## src/rtl/axi_burst_addr_gen.sv

```systemverilog
// Per-beat AXI4 burst address / byte-lane generator for FIXED, INCR and WRAP bursts.
// Optional 4 KB boundary check for INCR commands: define AXI_BURST_4K_CHECK_EN.
module axi_burst_addr_gen #(
    parameter int DATA_WIDTH = 32,
    parameter int ADDR_WIDTH = 16,
    parameter int ID_WIDTH   = 12,
    parameter int STRB_WIDTH = DATA_WIDTH / 8
) (
    input  logic                  aclk,
    input  logic                  aresetn,
    input  logic                  cmd_valid,
    output logic                  cmd_ready,
    input  logic [ID_WIDTH-1:0]   cmd_id,
    input  logic [ADDR_WIDTH-1:0] cmd_addr,
    input  logic [7:0]            cmd_len,
    input  logic [2:0]            cmd_size,
    input  logic [1:0]            cmd_burst,
    output logic                  cmd_err,
    output logic                  beat_valid,
    input  logic                  beat_ready,
    output logic [ID_WIDTH-1:0]   beat_id,
    output logic [ADDR_WIDTH-1:0] beat_addr,
    output logic [STRB_WIDTH-1:0] beat_strb,
    output logic [7:0]            beat_num,
    output logic                  beat_last
);

    localparam int AW = ADDR_WIDTH;
    localparam int EW = ADDR_WIDTH + 16;

    typedef enum logic [0:0] {
        ST_IDLE  = 1'b0,
        ST_BURST = 1'b1
    } state_t;

    state_t                state_r;
    state_t                state_next_s;
    logic [ID_WIDTH-1:0]   id_r;
    logic [AW-1:0]         addr_r;
    logic [STRB_WIDTH-1:0] strb_r;
    logic [7:0]            num_r;
    logic [7:0]            len_r;
    logic [2:0]            size_r;
    logic [1:0]            burst_r;
    logic                  valid_r;
    logic                  last_r;
    logic                  err_r;

    logic                  cmd_fire_s;
    logic                  cmd_legal_s;
    logic                  beat_fire_s;
    logic [AW-1:0]         next_addr_s;
    logic [STRB_WIDTH-1:0] next_strb_s;
    logic [STRB_WIDTH-1:0] start_strb_s;

    function automatic logic [AW-1:0] size_mask_f(input logic [2:0] size);
        return AW'((32'd1 << size) - 32'd1);
    endfunction

    // Lanes from the (possibly unaligned) start byte up to the end of the aligned beat.
    function automatic logic [STRB_WIDTH-1:0] strb_f(input logic [AW-1:0] addr,
                                                     input logic [2:0]    size);
        logic [AW-1:0]         mask;
        logic [AW-1:0]         lo;
        logic [AW-1:0]         hi;
        logic [STRB_WIDTH-1:0] strb;
        mask = size_mask_f(size);
        lo   = addr & AW'(STRB_WIDTH - 1);
        hi   = ((addr & ~mask) + mask) & AW'(STRB_WIDTH - 1);
        strb = '0;
        for (int i = 0; i < STRB_WIDTH; i++) begin
            strb[i] = (AW'(i) >= lo) && (AW'(i) <= hi);
        end
        return strb;
    endfunction

    function automatic logic [AW-1:0] next_addr_f(input logic [AW-1:0] addr,
                                                  input logic [2:0]    size,
                                                  input logic [7:0]    len,
                                                  input logic [1:0]    burst);
        logic [AW-1:0] mask;
        logic [AW-1:0] nb;
        logic [AW-1:0] wsize;
        logic [AW-1:0] lo;
        logic [AW-1:0] inc;
        logic [AW-1:0] nxt;
        mask  = size_mask_f(size);
        nb    = mask + AW'(1);
        wsize = (AW'(len) + AW'(1)) << size;
        lo    = addr & ~(wsize - AW'(1));
        inc   = addr + nb;
        case (burst)
            2'd0:    nxt = addr;
            2'd1:    nxt = (addr & ~mask) + nb;
            2'd2:    nxt = (inc == (lo + wsize)) ? lo : inc;
            default: nxt = addr;
        endcase
        return nxt;
    endfunction

    function automatic logic legal_f(input logic [AW-1:0] addr,
                                     input logic [7:0]    len,
                                     input logic [2:0]    size,
                                     input logic [1:0]    burst);
        logic size_ok;
        logic wrap_ok;
        logic bound_ok;
`ifdef AXI_BURST_4K_CHECK_EN
        logic [EW-1:0] first;
        logic [EW-1:0] final_b;
        first    = EW'(addr & ~size_mask_f(size));
        final_b  = first + ((EW'(len) + EW'(1)) << size) - EW'(1);
        bound_ok = (burst != 2'd1) || (first[EW-1:12] == final_b[EW-1:12]);
`else
        bound_ok = 1'b1;
`endif
        size_ok = (32'd1 << size) <= 32'(STRB_WIDTH);
        wrap_ok = (burst != 2'd2) ||
                  (((len == 8'd1) || (len == 8'd3) || (len == 8'd7) || (len == 8'd15)) &&
                   ((addr & size_mask_f(size)) == '0));
        return size_ok && (burst != 2'd3) && wrap_ok && bound_ok;
    endfunction

    assign cmd_ready    = (state_r == ST_IDLE) && aresetn;
    assign cmd_fire_s   = cmd_valid && cmd_ready;
    assign cmd_legal_s  = legal_f(cmd_addr, cmd_len, cmd_size, cmd_burst);
    assign beat_fire_s  = valid_r && beat_ready;
    assign next_addr_s  = next_addr_f(addr_r, size_r, len_r, burst_r);
    assign next_strb_s  = strb_f(next_addr_s, size_r);
    assign start_strb_s = strb_f(cmd_addr, cmd_size);

    assign cmd_err    = err_r;
    assign beat_valid = valid_r;
    assign beat_id    = id_r;
    assign beat_addr  = addr_r;
    assign beat_strb  = strb_r;
    assign beat_num   = num_r;
    assign beat_last  = last_r;

    // State register.
    always_ff @(posedge aclk or negedge aresetn) begin
        if (!aresetn) begin
            state_r <= ST_IDLE;
        end else begin
            state_r <= state_next_s;
        end
    end

    // Next-state decode: legal command enters BURST, last-beat handshake leaves it.
    always_comb begin
        state_next_s = state_r;
        case (state_r)
            ST_IDLE: begin
                if (cmd_fire_s && cmd_legal_s) begin
                    state_next_s = ST_BURST;
                end else begin
                    state_next_s = ST_IDLE;
                end
            end
            ST_BURST: begin
                if (beat_fire_s && last_r) begin
                    state_next_s = ST_IDLE;
                end else begin
                    state_next_s = ST_BURST;
                end
            end
            default: state_next_s = ST_IDLE;
        endcase
    end

    // Beat descriptor registers; they hold while the consumer stalls.
    always_ff @(posedge aclk or negedge aresetn) begin
        if (!aresetn) begin
            id_r    <= '0;
            addr_r  <= '0;
            strb_r  <= '0;
            num_r   <= 8'd0;
            len_r   <= 8'd0;
            size_r  <= 3'd0;
            burst_r <= 2'd0;
            valid_r <= 1'b0;
            last_r  <= 1'b0;
            err_r   <= 1'b0;
        end else begin
            err_r <= cmd_fire_s && !cmd_legal_s;
            case (state_r)
                ST_IDLE: begin
                    if (cmd_fire_s && cmd_legal_s) begin
                        id_r    <= cmd_id;
                        addr_r  <= cmd_addr;
                        strb_r  <= start_strb_s;
                        num_r   <= 8'd0;
                        len_r   <= cmd_len;
                        size_r  <= cmd_size;
                        burst_r <= cmd_burst;
                        valid_r <= 1'b1;
                        last_r  <= (cmd_len == 8'd0);
                    end else begin
                        valid_r <= 1'b0;
                        last_r  <= 1'b0;
                    end
                end
                ST_BURST: begin
                    if (beat_fire_s && last_r) begin
                        valid_r <= 1'b0;
                        last_r  <= 1'b0;
                    end else if (beat_fire_s) begin
                        num_r  <= num_r + 8'd1;
                        addr_r <= next_addr_s;
                        strb_r <= next_strb_s;
                        last_r <= ((num_r + 8'd1) == len_r);
                    end else begin
                        valid_r <= valid_r;
                    end
                end
                default: begin
                    valid_r <= 1'b0;
                    last_r  <= 1'b0;
                end
            endcase
        end
    end

endmodule
```

## config.mk

```make
export PLATFORM = sky130hd
export DESIGN_NAME = axi_burst_addr_gen
export DESIGN_NICKNAME = d
export VERILOG_FILES = /design/src/rtl/axi_burst_addr_gen.sv
export SDC_FILE = /design/constraint.sdc
export NUM_CORES = 1
export LEC_CHECK = 0
export ABC_AREA = 1
export CAP_MARGIN = 40
export CORE_UTILIZATION = 38
export DETAILED_ROUTE_END_ITERATION = 8
export HOLD_SLACK_MARGIN = 0.08
export PLACE_DENSITY = 0.56
export SLEW_MARGIN = 20
export SYNTH_ARGS = -nofsm -noshare
export SYNTH_HDL_FRONTEND = slang
export SYNTH_SLANG_ARGS = --single-unit
```

## constraint.sdc

```tcl
create_clock -name aclk -period 8.77 [get_ports aclk]
set_input_delay 1.754 -clock aclk [delete_from_list [all_inputs] [get_ports aclk]]
set_output_delay 1.754 -clock aclk [all_outputs]
set_load 0.005 [all_outputs]
```

[Word level (Yosys, flattened, before mapping)]
Cells that the tools add are included.
Word-level totals
  register bits after elaboration: 57
  word-level logic and storage cells: 115
Operators by class
  $add $sub $neg: 11
  $lt $le $gt $ge: 17
  eq/ne operators: 15
  shift operators: 3
  mux-type cells: 23
  bitwise gates (word level): 9
  reduce and logical (&&, ||, !) cells: 26
Operators with widths (number)
  16-bit 2-to-1 mux: 4
  16-bit one-hot mux with 2 select lines: 2
  16-bit adder: 3
  16-bit bitwise AND: 3
  16-bit by 1-bit subtractor with 16-bit output, second input constant: 3
  32-bit by 3-bit less-or-equal comparator with 1-bit output, second input constant: 1
  16-bit inverter: 2
  1-bit by 3-bit << shifter with 32-bit output, first input constant: 1
  8-bit 2-to-1 mux: 3
  1-bit logical AND: 17
  16-bit by 1-bit adder with 16-bit output, second input constant: 1
  16-bit == test: 1
  16-bit zero test: 1
  8-bit one-hot mux with 2 select lines: 1
  1-bit by 3-bit << shifter with 16-bit output, first input constant: 1
  9-bit by 3-bit << shifter with 16-bit output: 1
  4-bit 2-to-1 mux: 3
  8-bit by 1-bit adder with 9-bit output, second input constant: 1
  8-bit by 1-bit adder with 8-bit output, second input constant: 1
  8-bit by 1-bit == test with 1-bit output, second input constant: 1
  8-bit by 2-bit == test with 1-bit output, second input constant: 1
  8-bit by 3-bit == test with 1-bit output, second input constant: 1
  8-bit by 4-bit == test with 1-bit output, second input constant: 1
  8-bit == test: 1
  other kinds (21): 49

[Longest topological paths before layout]
Gate-level depths: netlist of the first run.
  word-level depth: 16
  depth in mapped cells: 37
  gate-level depth less buffers: 35

[Least setup slack after synthesis of the first run]
No wires, ideal clock.
  kind: register to register
  start point: register size_r[2]
  end point: register addr_r[12] (netlist: beat_addr[12])
  library setup time: 0.142 ns
  data arrival time: 4.146 ns
  data required time: 8.628 ns
  path slack: 4.482 ns
  stages on the path, launching flop included: 29
  path buffers: 3
  period minus slack after synthesis: 4.288 ns
  cell sequence: dfrtp_1 -> buf_4 -> clkbuf_1 -> nand2_1 -> nor2_1 -> inv_1 -> ha_1 -> xor2_1 -> inv_1 -> ha_1 -> a21oi_1 -> o21a_1 -> nand2_1 -> a21boi_0 -> o21ai_0 -> a21oi_1 -> xor2_1 -> nand2_1 -> nand2_1 -> inv_1 -> nand4_1 -> nand2_1 -> nor2_2 -> nand3_2 -> buf_2 -> o21ai_0 -> a21oi_1 -> o21ai_1 -> a22oi_2
On the way
  cells in the longest elaborated chain, start to end: 11
RTL lines
  start, declared: line 43  | logic [2:0] size_r;
  start signal, assigned: line 194  | size_r <= cmd_size;
  branches (longest 7 deep; another with 16-bit by 1-bit subtractor with 16-bit output)
  16-bit one-hot mux with 2 select lines *: line 92  | case (burst)
  16-bit 2-to-1 mux *: line 207  | end else if (beat_fire_s) begin
  16-bit 2-to-1 mux *: line 204  | if (beat_fire_s && last_r) begin
  16-bit one-hot mux with 2 select lines *: line 186  | case (state_r)
  end signal, assigned: line 190  | addr_r <= cmd_addr;
  end signal, assigned: line 209  | addr_r <= next_addr_s;
  end, declared: line 39  | logic [AW-1:0] addr_r;
Every way passes the cells marked *. The select of a mux whose other input is x is not followed.
A chain may end at the register's enable or synchronous reset.

[Worst setup path in the final report of the first run]
  start point: register size_r[0]
  end point: register strb_r[2] (netlist: beat_strb[2])
On the way
  cells in the longest elaborated chain, start to end: 15
RTL lines
  branches (longest 11 deep; another with 16-bit by 1-bit subtractor with 16-bit output)
  1-bit logical AND *: line 72  | strb[i] = (AW'(i) >= lo) && (AW'(i) <= hi);
  4-bit 2-to-1 mux *: line 207
  4-bit 2-to-1 mux *: line 204
  4-bit one-hot mux with 2 select lines *: line 186
  end signal, assigned: line 191  | strb_r <= start_strb_s;
  end signal, assigned: line 210  | strb_r <= next_strb_s;
  end, declared: line 40  | logic [STRB_WIDTH-1:0] strb_r;
Marks and branches as above.

==> results of run 1 <==
==> power by group through the flow <==
stage	Sequential [mW]	Clock, mW	Combinational [mW]
after detailed placement	0.525	0	1.89
final	0.527	0.358	1.92
after floorplan	0.463	0	1.36
after global placement	0.528	0	1.85
after CTS	0.523	0.362	1.90
after global routing	0.542	0.374	2.15
==> metal layers <==
layer / part of all wire / vias to the layer above
li1: - / 3666
met1: 0.50 / 3303
met2: 0.43 / 199
met3: 0.066 / 14
met4: 0.0096 / 0
met5: 0 / -
==> path summary, 6_finish.rpt <==
check / start / end / slack [ns] / cells past startpoint
min reg2reg: beat_id[2] / beat_id[2] / 0.50 / 1
min: beat_id[2] / beat_id[2] / 0.50 / 1
min in group asynchronous: aresetn / beat_num[4] / 1.36 / 2
max: size_r[0] / beat_strb[2] / 2.62 / 29
max in group asynchronous: aresetn / beat_id[9] / 6.90 / 3
max reg2reg: size_r[0] / beat_strb[2] / 2.62 / 29
==> logic make-up (layout without fill, tap and decap cells) <==
| logic type | after synthesis | count (layout) |
|---|---|---|
| flip-flops | 57 | 57 |
| AND/OR/NAND/NOR | 510 | 510 |
| other | 1 | 13 |
| XOR/XNOR | 34 | 34 |
| multiplexers | 12 | 12 |
| buffers and inverters | 180 | 255 |
| AO/OA/AOI/OAI | 216 | 216 |
| adder cells (fa/ha/maj) | 47 | 47 |
==> flip-flops by register name, indices dropped and copies added (netlist names) <==
name / count
beat_addr: 16
beat_id: 12
beat_num: 8
len_r: 8
beat_strb: 4
size_r: 3
burst_r: 2
beat_last: 1
beat_valid: 1
cmd_err: 1
state_r: 1
==> critical path, delay by kind of cell (launching register included) <==
family | cells | cell delay [ns]
flops | 1 | 0.78
compound gates | 3 | 0.76
fa+ha+maj | 2 | 0.41
simple gates | 21 | 3.57
buf+inv | 3 | 0.49
==> layout make-up <==
cell class / count / area share
multi-input combinational: 831 / 0.5748
antenna: 1 / 0.0003009
clock buffer: 11 / 0.02919
timing repair buffer: 95 / 0.1178
tap: 225 / 0.03385
clock inverter: 5 / 0.006620
sequential: 57 / 0.1715
inverter: 144 / 0.06589
==> layout by cell type, fill, tap and decap left out, types with 6 or more instances in the layout <==
master           netlist  layout
nand3b_1               6       6
nand4_1               18      18
o31ai_1                6       6
inv_2                 12      12
nor2_2                 6       6
nor2_1                75      75
nand3_2               16      16
clkdlybuf4s50_1        0      87
nand2_2               17      17
conb_1                 1      12
o21ai_1               15      15
a21oi_1               94      94
xor2_1                26      26
clkbuf_16              0       9
dfrtp_1               57      57
o21ai_0               54      54
nand2_1              246     246
inv_1                127     127
nand2_4                6       6
xnor2_1                7       7
a22oi_2                8       8
ha_1                  46      46
nand3_1               90      90
nor3_1                16      16
mux2_2                12      12
==> through the flow <==
step / hold WS (ns) / power, mW / setup slack [ns] / cell area, um2 / cells
floorplan: 0.4953 / 1.828 / 4.482 / 6927 / 1068
global placement: 0.4906 / 2.381 / 2.405 / 7928 / 1347
detailed placement: 0.4973 / 2.419 / 2.737 / 7989 / 1351
CTS: 0.5099 / 2.789 / 2.716 / 8287 / 1367
global route: 0.5282 / 3.062 / 2.116 / 8314 / 1368
finish: 0.5035 / 2.800 / 2.619 / 8317 / 1369
==> results.tsv, run 1 <==
metric	value	unit
period_minus_slack	6.151	ns
cts_buffer_depth	2	
die_x	136.6	um
drtPass1Iterations	5	
numCtsBuffers	9	
drv_cap	0	
overflow	0	
syn_area	6885	um2
synth_area_leader_cell	dfrtp_1	
swShare	0.5239	
required	8.98	ns
ir_drop	170.8	uV
first_iter_violations	399	
htreeDepth	3	
synth_area_leaders	dfrtp_1 (21%), nand2_1 (13%), ha_1 (8.4%)	
synthMuxAreaShare	0.01963	
cts-root-buf	clkbuf_16	
die_h	136.6	um
clk_latency	0.33	ns
clkTransAtPathRegs	0.05	ns
grtUsageMet1	0.3579	
status	complete, no violations	
gr-usage-met2	0.3700	
post_cts_resized	0	
synth_xor_area_frac	0.04525	
vias	7182	
final-setup-viol-count	0	
grt_max_degree	59	
power_frac_seq	0.188	
worst-path-max-fanout	30	
hold_violations	0	
post_cts_buffers	0	
clock_sinks	57	
drt-total-wl	21970	um
critPathArrivalTime	6.36	ns
grt_pass1_vias	6774	
worstMarginPinSlew	0.7574	ns
pwr-share-clk	0.128	
yosysSeqAreaShare	0.2072	
layout.area.seq	1426	um2
wl_per_cell	16.05	um
finClkSkew	0.01492	ns
synth-simple-area-share	0.3525	
synth_top_area_share	0.2072	
grt_busiest_layer	met2	
die-area	18660	um2
cts_hold_buffers	0	
synth_common_cells	nand2_1 (246), inv_1 (127), a21oi_1 (94)	
comb_power_share	0.684	
fin_crit_sh	0.7014	
ios	89	
end_kind	flip-flop	
syn-instance-count	1057	
fin_nets	1230	
cts_tree	yes	
fin_setup_tns	0	ns
start_util	0.3940	
core_area	17480	um2
nFillCells	1832	
synth_ff_type	dfrtp_1	
fin_util	0.4759	
synth_area_per_cell	6.514	um2
p_int	1.333	mW
synth_top_family_by_area	simple AND/OR/NAND/NOR gates	
power.density	336.7	nW/um2
slew_viol_final	0	
fmax	162.6	MHz
hold_class	reg -> reg	
p_sw	1.467	mW
synth_edf_count	0	
dpl.hpwl	17970	um
p_leak	4.196	nW
ys_ff_latch	57	
synth_cell_types	55	
drive_gt1_frac	0.1015	
synth_most_common_cell	nand2_1	
critPathMaxStageDelay	0.78	ns
antenna_left	0	
critPathSlowestCell	dfrtp_1	
multiInputGateArea	4781	um2
yosysWarningCount	0	
cp_common_cell	nand2_1	
place_congestion	0.8804	
grtUsageTotal	0.2447	
grt_antenna_before_repair	1	
portBuffers	88	
grt_pass1_wl	35140	um
start_kind	flip-flop	
drc	0	
grtUsageMet3	0.04704	
layout-area-overhead-vs-synth	20.79	%
routed_via_density	5.246	
row_count	48	
synth-compound-area-share	0.1839	
async_reset_ff_frac	1.000	
synth_fa_ha_area_frac	0.08650	
relSlewSlack	0.4951	
rsz0062_at_grt	false	
crit_type	reg -> reg	
No activity file was read; power rests on OpenSTA's default activity.
==> run 2, diff against run 1 <==
--- a/config.mk
+++ b/config.mk
@@ -10,7 +10,7 @@
 export CORE_UTILIZATION = 38
 export DETAILED_ROUTE_END_ITERATION = 8
 export HOLD_SLACK_MARGIN = 0.08
-export PLACE_DENSITY = 0.56
+export PLACE_DENSITY = 0.59
 export SLEW_MARGIN = 20
 export SYNTH_ARGS = -nofsm -noshare
 export SYNTH_HDL_FRONTEND = slang
==> constraint.sdc (replaced) <==
create_clock -name aclk -period 5 [get_ports aclk]
set_input_delay 1 -clock aclk [delete_from_list [all_inputs] [get_ports aclk]]
set_output_delay 1 -clock aclk [all_outputs]
set_load 0.005 [all_outputs]
==> run 2 against run 1 <==
Final cell count grew 1.4%. Count of clock-buffer cells in the layout grew 1. Critical path depth increased by 2. Worst setup slack got worse by 2.2 ns. First-iteration DRC count up 51%. Non-clock buffer count is 20 higher. Clock power increased by 110%. Core utilization grew 1.6 points. Fmax rose by 33%. Largest power group unchanged.
==> results.tsv, run 2 (same netlist as run 1, synthesis figures left out) <==
metric	value	unit
worst-path-max-fanout	30	
drive_gt1_frac	0.1307	
cts_tree	yes	
grtUsageTotal	0.2456	
fin_cells	1388	
clock_sinks	57	
worstMarginPinSlew	0.6625	ns
min_path_cells	1	
end_kind	flip-flop	
die_h	136.6	um
row_count	48	
finalInstanceArea	8605	um2
path_buf_inv	4	
multiInputGateArea	4881	um2
overflow	0	
portBuffers	88	
start_kind	flip-flop	
vias	7291	
fin_setup_tns	0	ns
grt_max_degree	58	
antenna_left	0	
grt_pass1_wl	35340	um
hold_violations	0	
worstRegToRegCells	31	
cp.depth	31	
hold_class	reg -> reg	
p_leak	4.325	nW
fmax	216.4	MHz
dpl.hpwl	17780	um
ios	89	
cts_hold_buffers	0	
layout_common_cells	nand2_1 (245), inv_1 (126), a21oi_1 (93), nand3_1 (89), clkdlybuf4s50_1 (87)	
numCtsBuffers	9	
ir_drop	332.6	uV
wl_per_cell	15.72	um
slew_viol_final	0	
critPathMaxStageDelay	0.43	ns
nFillCells	1796	
diodes	0	
crit_type	reg -> reg	
clk_latency	0.34	ns
required	5.26	ns
relSlewSlack	0.5546	
place_congestion	0.8967	
fin_nets	1250	
cpLargestDelayFamily	simple AND/OR/NAND/NOR gates	
dp_cells	1366	
grt_antenna_before_repair	0	
period_minus_slack	4.620	ns
final-setup-viol-count	0	
die_x	136.6	um
layout.area.seq	1428	um2
cts-root-buf	clkbuf_16	
power.density	593.1	nW/um2
finClkSkew	0.005947	ns
cts_buffer_depth	2	
first_iter_violations	603	
place_area	8083	um2
start_util	0.3940	
drt-total-wl	21820	um
final_common_cell	nand2_1	
timing.hold.ws	0.4999	ns
drtPass1Iterations	4	
drc	0	
fin_crit_sh	0.9241	
drv_cap	0	
clkTransAtPathRegs	0.05	ns
htreeDepth	3	
critPathSlowestCell	dfrtp_2	
grt_pass1_vias	6803	
critPathArrivalTime	4.88	ns
status	complete, no violations	
routed_via_density	5.253	
core_area	17480	um2
die-area	18660	um2
r2r-start	len_r[1]	
cp_common_cell	nand2_1	
layout-area-overhead-vs-synth	24.97	%
crit_path_start	len_r[1]	
largest_register_ffs	16	
hp-start	beat_id[3]	
==> run 2: changes by cell type in the layout (fill, tap and decap cells not counted), sizes merged <==
cell      delta
buf         +20
diode        -1
clkinvlp     -2
clkbuf       +1
bufinv       +2
clkinv       -1
==> run 2: metrics by stage <==
step	worst slack, ns	total power [mW]	util
floorplan	0.7116	3.206	-
CTS	0.2505	5.029	0.4828
global placement	0.3108	4.246	0.4621
global route	-0.03540	5.595	0.4923
finish	0.3797	5.104	0.4923
detailed placement	0.2819	4.260	0.4625
==> run 2: report_power, final <==
part	switching [mW]	leakage, nW	internal, mW	total, mW
clock	0.227	0.173	0.515	0.742
sequential	0.250	0.709	0.634	0.884
combinational	2.12	3.44	1.35	3.48
total	2.60	4.33	2.50	5.10
==> run 2: path summary, 6_finish.rpt <==
path                                endpoint  slack (ns)
max in group asynchronous           len_r[1]        3.95
worst max-delay path            beat_strb[3]        0.38
worst max register to register  beat_strb[3]        0.38
worst min register to register    beat_id[3]        0.50
min in group asynchronous        beat_num[6]        0.57
worst min-delay path              beat_id[3]        0.50
==> run 2: routing by layer <==
layer / vias up / share of wire / global-route usage
li1: 3716 / - / -
met1: 3306 / 0.47 / 0.3452
met2: 238 / 0.43 / 0.3754
met3: 31 / 0.077 / 0.04889
met4: 0 / 0.022 / 0.07531
met5: - / 0 / 0
==> run 2: final cells by class <==
cell class / instances / area share
sequential: 57 / 0.1659
inverter: 144 / 0.06369
tap: 225 / 0.03272
clock inverter: 4 / 0.01149
clock buffer: 12 / 0.02981
multi-input combinational: 831 / 0.5673
timing repair buffer: 115 / 0.1291
==> run 2: worst reg2reg max path: cells and delay by family (launching register included) <==
family	cells	cell delay [ns]
adder cells (fa/ha/maj)	2	0.60
buffers and inverters	4	0.51
flip-flops	1	0.43
AO/OA/AOI/OAI	3	0.43
AND/OR/NAND/NOR	22	2.57
==> run 2: timing repair <==
item                       4_1_cts  5_1_grt
setup endpoints to repair        0       20
buffers inserted                 0        5
resized for setup                0       22
